### src/rtl/fifo_burst_rd_if.sv
// Signal bundle between fifo_burst_rd, the FIFO read port and the burst stream consumer.
// master = drain stage side, slave = FIFO/consumer side.
interface fifo_burst_rd_if #(
    parameter int DATA_W = 32,
    parameter int PTR_N  = 5
);
    logic              fifo_empty;
    logic [PTR_N:0]    fifo_level;
    logic              rd_en;
    logic [DATA_W-1:0] rd_data;
    logic              m_valid;
    logic              m_ready;
    logic [DATA_W-1:0] m_data;
    logic              m_last;

    modport master (
        input  fifo_empty, fifo_level, rd_data, m_ready,
        output rd_en, m_valid, m_data, m_last
    );

    modport slave (
        output fifo_empty, fifo_level, rd_data, m_ready,
        input  rd_en, m_valid, m_data, m_last
    );
endinterface

### src/rtl/fifo_burst_rd.sv
// FIFO read-side drain: re-frames FIFO words as valid/ready bursts with a last marker.
// Optional statistics counters are enabled by defining FIFO_BURST_RD_STAT_EN.
module fifo_burst_rd #(
    parameter int DATA_W    = 32,
    parameter int PTR_N     = 5,
    parameter int BURST_LEN = 8,
    parameter int TIMEOUT   = 64,
    parameter int OBUF_D    = 4
) (
    input  logic                   clk,
    input  logic                   rst,
    fifo_burst_rd_if.master        io_if,
    output logic                   busy
`ifdef FIFO_BURST_RD_STAT_EN
    ,
    output logic [15:0]            stat_bursts,
    output logic [15:0]            stat_partial
`endif
);
    localparam int LW = PTR_N + 1;
    localparam int TW = $clog2(TIMEOUT);
    localparam int BW = $clog2(OBUF_D);
    localparam int OW = $clog2(OBUF_D + 1);

    typedef enum logic [1:0] {S_IDLE, S_WAIT, S_BURST, S_FLUSH} state_t;

    state_t                        r_state, w_next;
    logic [TW-1:0]                 r_timer;
    logic [LW-1:0]                 r_blen, r_issued, r_capcnt;
    logic                          r_inflight;
    logic [OBUF_D-1:0][DATA_W-1:0] r_buf_data;
    logic [OBUF_D-1:0]             r_buf_last;
    logic [BW-1:0]                 r_wptr, r_rptr;
    logic [OW-1:0]                 r_occ;

    logic w_rd, w_acc, w_pop, w_valid, w_last;
    logic w_start_full, w_start_part, w_level_full, w_room;

    assign w_level_full = io_if.fifo_level >= LW'(BURST_LEN);
    // inflight counts as reserved so the buffer cannot overflow on capture
    assign w_room  = (r_occ + OW'(r_inflight)) < OW'(OBUF_D);
    assign w_acc   = w_rd && !io_if.fifo_empty;
    assign w_valid = (r_occ != '0);
    assign w_last  = w_valid && r_buf_last[r_rptr];
    assign w_pop   = w_valid && io_if.m_ready;

    assign io_if.rd_en   = w_rd;
    assign io_if.m_valid = w_valid;
    assign io_if.m_data  = r_buf_data[r_rptr];
    assign io_if.m_last  = w_last;

    always_ff @(posedge clk or posedge rst) begin
        if (rst) r_state <= S_IDLE;
        else     r_state <= w_next;
    end

    always_comb begin
        w_next       = r_state;
        w_start_full = 1'b0;
        w_start_part = 1'b0;
        case (r_state)
            S_IDLE: begin
                if (w_level_full) begin
                    w_next       = S_BURST;
                    w_start_full = 1'b1;
                end else if (!io_if.fifo_empty) begin
                    w_next = S_WAIT;
                end
            end
            S_WAIT: begin
                if (w_level_full) begin
                    w_next       = S_BURST;
                    w_start_full = 1'b1;
                end else if (r_timer == TW'(TIMEOUT - 1) && io_if.fifo_level != '0) begin
                    w_next       = S_BURST;
                    w_start_part = 1'b1;
                end else if (io_if.fifo_empty) begin
                    w_next = S_IDLE;
                end
            end
            S_BURST: if (w_acc && (r_issued + LW'(1) == r_blen)) w_next = S_FLUSH;
            S_FLUSH: if (w_pop && w_last) w_next = S_IDLE;
            default: w_next = S_IDLE;
        endcase
    end

    always_comb begin
        w_rd = 1'b0;
        if (r_state == S_BURST)
            w_rd = (r_issued < r_blen) && !io_if.fifo_empty && w_room;
        busy = (r_state != S_IDLE);
    end

    always_ff @(posedge clk or posedge rst) begin
        if (rst) begin
            r_timer    <= '0;
            r_blen     <= '0;
            r_issued   <= '0;
            r_capcnt   <= '0;
            r_inflight <= 1'b0;
            r_buf_data <= '0;
            r_buf_last <= '0;
            r_wptr     <= '0;
            r_rptr     <= '0;
            r_occ      <= '0;
        end else begin
            if (r_state == S_WAIT) begin
                if (r_timer != TW'(TIMEOUT - 1)) r_timer <= r_timer + TW'(1);
            end else begin
                r_timer <= '0;
            end

            if (w_start_full)      r_blen <= LW'(BURST_LEN);
            else if (w_start_part) r_blen <= io_if.fifo_level;

            if (w_start_full || w_start_part) begin
                r_issued <= '0;
                r_capcnt <= '0;
            end else begin
                if (w_acc)      r_issued <= r_issued + LW'(1);
                if (r_inflight) r_capcnt <= r_capcnt + LW'(1);
            end

            r_inflight <= w_acc;

            // RAM data is valid exactly one cycle after the accepted read
            if (r_inflight) begin
                r_buf_data[r_wptr] <= io_if.rd_data;
                r_buf_last[r_wptr] <= (r_capcnt + LW'(1) == r_blen);
                r_wptr <= (r_wptr == BW'(OBUF_D - 1)) ? '0 : r_wptr + BW'(1);
            end

            if (w_pop) r_rptr <= (r_rptr == BW'(OBUF_D - 1)) ? '0 : r_rptr + BW'(1);

            case ({r_inflight, w_pop})
                2'b10:   r_occ <= r_occ + OW'(1);
                2'b01:   r_occ <= r_occ - OW'(1);
                default: r_occ <= r_occ;
            endcase
        end
    end

`ifdef FIFO_BURST_RD_STAT_EN
    always_ff @(posedge clk or posedge rst) begin
        if (rst) begin
            stat_bursts  <= '0;
            stat_partial <= '0;
        end else begin
            if (w_pop && w_last) stat_bursts  <= stat_bursts + 16'd1;
            if (w_start_part)    stat_partial <= stat_partial + 16'd1;
        end
    end
`endif

endmodule

### src/flat_wrapper.sv
// flat-port wrapper written by rule: the top's interface ports become plain ports
module fifo_burst_rd_flat 
#(
    parameter int DATA_W    = 32,
    parameter int PTR_N     = 5,
    parameter int BURST_LEN = 8,
    parameter int TIMEOUT   = 64,
    parameter int OBUF_D    = 4
)
  (clk, rst, busy, io_if_fifo_empty, io_if_fifo_level, io_if_rd_data, io_if_m_ready, io_if_rd_en, io_if_m_valid, io_if_m_data, io_if_m_last);
  fifo_burst_rd_if #(.DATA_W(DATA_W), .PTR_N(PTR_N)) io_if_i ();
  input  logic clk;
  input  logic rst;
  output logic busy;
  input wire logic [$bits(io_if_i.fifo_empty)-1:0] io_if_fifo_empty;
  input wire logic [$bits(io_if_i.fifo_level)-1:0] io_if_fifo_level;
  input wire logic [$bits(io_if_i.rd_data)-1:0] io_if_rd_data;
  input wire logic [$bits(io_if_i.m_ready)-1:0] io_if_m_ready;
  output wire logic [$bits(io_if_i.rd_en)-1:0] io_if_rd_en;
  output wire logic [$bits(io_if_i.m_valid)-1:0] io_if_m_valid;
  output wire logic [$bits(io_if_i.m_data)-1:0] io_if_m_data;
  output wire logic [$bits(io_if_i.m_last)-1:0] io_if_m_last;
  assign io_if_i.fifo_empty = io_if_fifo_empty;
  assign io_if_i.fifo_level = io_if_fifo_level;
  assign io_if_i.rd_data = io_if_rd_data;
  assign io_if_i.m_ready = io_if_m_ready;
  assign io_if_rd_en = io_if_i.rd_en;
  assign io_if_m_valid = io_if_i.m_valid;
  assign io_if_m_data = io_if_i.m_data;
  assign io_if_m_last = io_if_i.m_last;
  fifo_burst_rd #(.DATA_W(DATA_W), .PTR_N(PTR_N), .BURST_LEN(BURST_LEN), .TIMEOUT(TIMEOUT), .OBUF_D(OBUF_D)) u_core (.clk(clk), .rst(rst), .io_if(io_if_i), .busy(busy));
endmodule
### config.mk
export PLATFORM = sky130hd
export DESIGN_NAME = fifo_burst_rd_flat
export DESIGN_NICKNAME = d
export VERILOG_FILES = /design/src/rtl/fifo_burst_rd_if.sv /design/src/rtl/fifo_burst_rd.sv /design/src/flat_wrapper.sv
export SDC_FILE = /design/constraint.sdc
export NUM_CORES = 1
export LEC_CHECK = 0
export CAP_MARGIN = 10
export CORE_MARGIN = 5
export CORE_UTILIZATION = 53
export CTS_BUF_LIST = sky130_fd_sc_hd__clkbuf_2 sky130_fd_sc_hd__clkbuf_4 sky130_fd_sc_hd__clkbuf_8
export CTS_CLUSTER_DIAMETER = 150
export DETAILED_ROUTE_END_ITERATION = 16
export PLACE_DENSITY = 0.83
export RECOVER_POWER = 50
export SLEW_MARGIN = 10
export SYNTH_ARGS = -nofsm -noshare
export SYNTH_HDL_FRONTEND = slang
export SYNTH_SLANG_ARGS = --single-unit
### constraint.sdc
create_clock -name clk -period 5.1 [get_ports clk]
set_input_delay 1.02 -clock clk [delete_from_list [all_inputs] [get_ports clk]]
set_output_delay 1.02 -clock clk [all_outputs]
set_load 0.005 [all_outputs]
==> impl_metrics.tcl, run 1 <==
set metrics [dict create \
    violations "capacitance limit, slew limit" \
    cts_setup_buffers 0 \
    synthArstFlopShare 1.00 \
    avgSynthCellArea_um2 14.3 \
    p_leak_nw 3.83 \
    dp_hpwl_mm 10.4 \
    cts_resized 0 \
    pwr-share-seq 0.413 \
    drtIter0Drc 276 \
    cts_root_buf "clkbuf_8" \
    finalSetupViolations 0 \
    total_power_mw 5.83 \
    gp_congestion 0.794 \
    wl_mm 15.5 \
    drv_slew 101 \
    grt_pass1_wl_mm 26.2 \
    drt_pass1_iterations 4 \
    dieArea_um2 17200 \
    nNetsFinal 679 \
    p_sw_frac 0.296 \
    power.share.clock 0.192 \
    vias 4692 \
    rsz0062_at_grt "false" \
    chipWidth_um 131 \
    port_buffers 77 \
    hold_class "flip-flop to flip-flop" \
    maxSlewHeadroom -0.237 \
    yosys.area_share.adder 0.0267 \
    status "finished, violations left" \
    cts_buffer_depth 2 \
    rows 44 \
    cts_tree "yes" \
    fin_ws_ps 847 \
    track_usage 0.188 \
    final_antenna_net_count 0 \
    ys_seq_elements 166 \
    syn_inst 544 \
    yosys.area_share.simple 0.0617 \
    synthMuxAreaShare 0.295 \
    avgRoutedWirePerCell_um 19.0 \
    yosysWarnings 0 \
    area_growth_pct 18.3 \
    synth.cell_area_um2 7770 \
    clock-sinks 166 \
    peakVddDrop_uv 258 \
    crit_path_start_kind "flip-flop" \
    skew_ps 11.5 \
    synth-xor-area-share 0.0304 \
    drv_cap 3 \
    antenna_found_initial 0 \
    drcViolationCount 0 \
    yosysSeqAreaShare 0.534 \
    crit_fanout 35 \
    grt_overflow 0 \
    antenna_cells 0 \
    fmax_mhz 235 \
    via_per_inst 5.74 \
    ctsHtreeMaxLevel 4 \
    place_ws_ps 1420 \
    start_util 0.537 \
    io_pins 78 \
    synth_ff_type "dfrtp_1" \
    core-area_um2 14500 \
    clkTransAtPathRegs_ps 80 \
    setup-tns-final_ps 0 \
    p_switching_mw 1.73 \
    synth_compound_area_frac 0.0293 \
    finalHoldViolCount 0 \
    powerDensity_nw_per_um2 634 \
    crit_required_ps 4080 \
    synth-edff-count 0 \
    synthDistinctLibCells 51 \
    fin_crit_sh 0.834 \
    crit_arrival_ps 3230 \
    fin_util 0.635 \
    tightest_slew_ps 1850 \
    grt_max_degree 89 \
    synth_top_family_by_area "multiplexers" \
    cts-buffers-inserted 17 \
    cts_hold_buf 0 \
    drive_gt1_frac 0.333 \
    synth_fp_nets 602 \
    p_int_mw 4.11 \
    holdWs_ps 498 \
    period_needed_ps 4250 \
    die_h_um 131 \
    first_global_vias 5177 \
    crit_type "flip-flop to primary output" \
    clock_latency_ps 460 \
    comb_power_share 0.395 \
    cp-end-kind "primary output" \
]
-- per-stage QoR --
step	cell area, µm²	instances
3_5_place_dp	8730	786
4_1_cts	9220	818
3_3_place_gp	8730	786
6_report	9200	818
2_1_floorplan	7780	544
5_1_grt	9200	818
-- power groups by stage --
stage | clock network, mW | logic (mW) | registers (mW)
6_report | 1.12 | 2.30 | 2.41
2_1_floorplan | 0 | 1.63 | 2.17
5_1_grt | 1.21 | 2.50 | 2.50
4_1_cts | 1.15 | 2.35 | 2.41
3_5_place_dp | 0 | 2.33 | 2.44
3_3_place_gp | 0 | 2.24 | 2.36
-- state kept, by name, summed over array words and instances, names as in the netlist --
signal,flops
u_core.r_blen,6
u_core.r_occ,3
u_core.r_inflight,1
u_core.r_wptr,2
u_core.r_issued,6
u_core.r_buf_data,128
u_core.r_capcnt,6
u_core.r_buf_last,4
u_core.r_rptr,2
u_core.r_state,2
u_core.r_timer,6
-- cell usage in the layout (no fill, tap or decap), types with 8 or more instances in the layout --
cell type / instances
nor2_1: 22
dfrtp_1: 165
nand3_1: 10
mux2_2: 130
inv_1: 15
xor2_1: 14
mux4_2: 33
nand2_1: 16
clkdlybuf4s50_1: 74
clkbuf_8: 17
ha_1: 15
xnor2_1: 13
a21oi_1: 8
-- critical path, cell delays in order (launching register included) --
cell and delay (ps):
dfrtp_1 1600, mux4_2 690, clkdlybuf4s50_1 480
-- kinds of logic after synthesis --
kind of cell | Yosys count
simple gates | 88
compound gates | 34
buf+inv | 42
xor+xnor | 27
flops | 166
fa+ha+maj | 16
mux | 171
-- routing by layer --
metal	global-route usage	share of wire
met1	0.234	0.42
met2	0.322	0.52
met3	0.0455	0.038
met4	0.0676	0.021
met5	0	0
-- path summary, 6_finish.rpt --
check,from,endpoint,slack (ps),cells past startpoint
worst max-delay path,u_core.r_rptr[1],io_if_m_data[30],850,2
worst min-delay path,u_core.r_buf_last[2],u_core.r_buf_last[2],500,1
worst max register to register,u_core.r_rptr[1],u_core.r_state[0],2170,5
worst min register to register,u_core.r_buf_last[2],u_core.r_buf_last[2],500,1
max in group asynchronous,rst,u_core.r_buf_data[8],2430,3
min in group asynchronous,rst,u_core.r_state[0],1460,2
-- cell type report --
| type | count | area (µm²) |
|---|---|---|
| Fill cell | 1072 | 5280 |
| Sequential cell | 166 | 4160 |
| Multi-Input combinational cell | 336 | 3430 |
| Timing Repair Buffer | 84 | 832 |
| Clock inverter | 15 | 253 |
| Clock buffer | 17 | 234 |
| Tap cell | 184 | 230 |
| Inverter | 16 | 61.3 |
-- synthesized netlist by cell type (all sizes together), types with 2 or more instances --
library cell	instances	area, µm²
nor4b	2	23.8
inv	16	60.1
mux2	134	1510
a21o	3	22.5
nand4	6	37.5
a21oi	8	40.0
mux2i	4	40.0
and2	2	12.5
nand3	10	50.1
nand2b	7	51.3
dfrtp	166	4150
xor2	14	123
or3	3	18.8
nor2	24	95.1
ha	15	188
or2	2	12.5
a31oi	4	25.0
mux4	33	743
nand2	16	60.1
a211oi	3	22.5
clkbuf	3	11.3
nor3	6	46.3
buf	23	104
o21ai	8	40.0
nor4	3	18.8
xnor2	13	114
Note: power is estimated with default switching activity, not from simulation.
==> run 2: changes to the inputs <==
==> constraint.sdc (replaced) <==
create_clock -name clk -period 3.9 [get_ports clk]
set_input_delay 0.78 -clock clk [delete_from_list [all_inputs] [get_ports clk]]
set_output_delay 0.78 -clock clk [all_outputs]
set_load 0.005 [all_outputs]
==> impl_metrics.tcl, run 2 (synthesized netlist as in run 1, its figures left out) <==
set metrics [dict create \
    dieArea_um2 17200 \
    rsz0062_at_grt "false" \
    crit_fanout 20 \
    layout_common_cells "dfrtp_1, mux2_2, clkdlybuf4s50_1" \
    vias 4627 \
    maxSlewHeadroom -0.495 \
    cp_top_family "buffers and inverters" \
    grt_max_degree 167 \
    place_ws_ps 702 \
    total_power_mw 7.44 \
    wl_mm 15.2 \
    via_per_inst 5.65 \
    area_growth_pct 17.7 \
    finalSetupViolations 0 \
    drtIter0Drc 225 \
    crit_cells 3 \
    drcViolationCount 0 \
    finalHoldViolCount 0 \
    clkTransAtPathRegs_ps 80 \
    drv_slew 167 \
    cts_setup_buffers 0 \
    skew_ps 11.4 \
    grt_overflow 0 \
    start_util 0.537 \
    fin_ws_ps 409 \
    cp-end-kind "primary output" \
    dpl.cell_count 788 \
    dr_wl_met2_mm 7.81 \
    cts_tree "yes" \
    fin_crit_sh 0.895 \
    core-area_um2 14500 \
    final_common_cell "dfrtp_1" \
    violations "capacitance limit, slew limit" \
    crit_required_ps 3120 \
    period_needed_ps 3490 \
    p_leak_nw 3.82 \
    hold-path-cell-count 1 \
    hold_class "flip-flop to flip-flop" \
    track_usage 0.186 \
    io_pins 78 \
    drive_gt1_frac 0.337 \
    fmax_mhz 286 \
    antenna_found_initial 0 \
    top_layer_used "met4" \
    die_h_um 131 \
    slowest_delay_ps 770 \
    avgRoutedWirePerCell_um 18.6 \
    peakVddDrop_uv 322 \
    n_fill_cell 1054 \
    nNetsFinal 681 \
    crit_path_start_kind "flip-flop" \
    crit_chain "buf_4, mux4_2, clkdlybuf4s50_1" \
    drt_pass1_iterations 4 \
    ctsHtreeMaxLevel 4 \
    final_cells 819 \
    cts_resized 0 \
    crit_arrival_ps 2710 \
    first_global_vias 5122 \
    tightest_slew_ps 2240 \
    cts_hold_buf 0 \
    gp_congestion 0.843 \
    critPathBufInv 2 \
    status "finished, violations left" \
    cts_buffer_depth 2 \
    grt_pass1_wl_mm 26.1 \
    clock_latency_ps 440 \
    drv_cap 1 \
    reg2reg_depth 3 \
    regMostFlops "u_core.r_buf_data" \
    final_antenna_net_count 0 \
    crit_slowest_cell "dfrtp_2" \
    cts-buffers-inserted 17 \
    drt-met1-wl_mm 6.73 \
    cts_root_buf "clkbuf_8" \
    rows 44 \
    largest_register_ffs 128 \
    crit_type "flip-flop to primary output" \
    chipWidth_um 131 \
    powerDensity_nw_per_um2 813 \
    setup-tns-final_ps 0 \
    antenna_cells 0 \
    clock-sinks 166 \
    dr_wl_met3_um 520 \
    dp_hpwl_mm 10.1 \
    port_buffers 77 \
]
run 2: cell type report:
cell class	instances	area [µm²]	area share
clock buffer	22	303	0.0331
timing repair buffer	86	831	0.0908
inverter	16	63.8	0.00697
tap	184	230	0.0252
clock inverter	9	123	0.0134
multi-input combinational	336	3440	0.376
sequential	166	4160	0.454
run 2: per-stage QoR:
stage,hold slack [ps],utilization,area [µm²]
finish,497,0.632,9150
global route,505,0.632,9150
CTS,499,0.633,9170
detailed placement,481,0.604,8740
global placement,470,0.604,8740
floorplan,459,-,7780
run 2: metal layers:
layer / vias up / global-route usage
li1: 2131 / -
met1: 2416 / 0.242
met2: 66 / 0.312
met3: 14 / 0.0470
met4: 0 / 0.0560
met5: - / 0
run 2: worst paths after layout:
kind	slack [ps]	endpoint	start
min in group asynchronous	1560	u_core.r_timer[3]	rst
setup reg to reg	1590	u_core.r_buf_data[51]	u_core.r_inflight
hold / removal	500	u_core.r_buf_last[3]	u_core.r_buf_last[3]
max in group asynchronous	730	u_core.r_rptr[0]	rst
hold reg to reg	500	u_core.r_buf_last[3]	u_core.r_buf_last[3]
setup / recovery	410	io_if_m_data[14]	u_core.r_rptr[0]
run 2: power by group:
group / internal [mW] / switching [mW]
logic: 2.01 / 1.01
clock network: 0.710 / 0.580
registers: 2.52 / 0.602
total: 5.24 / 2.19
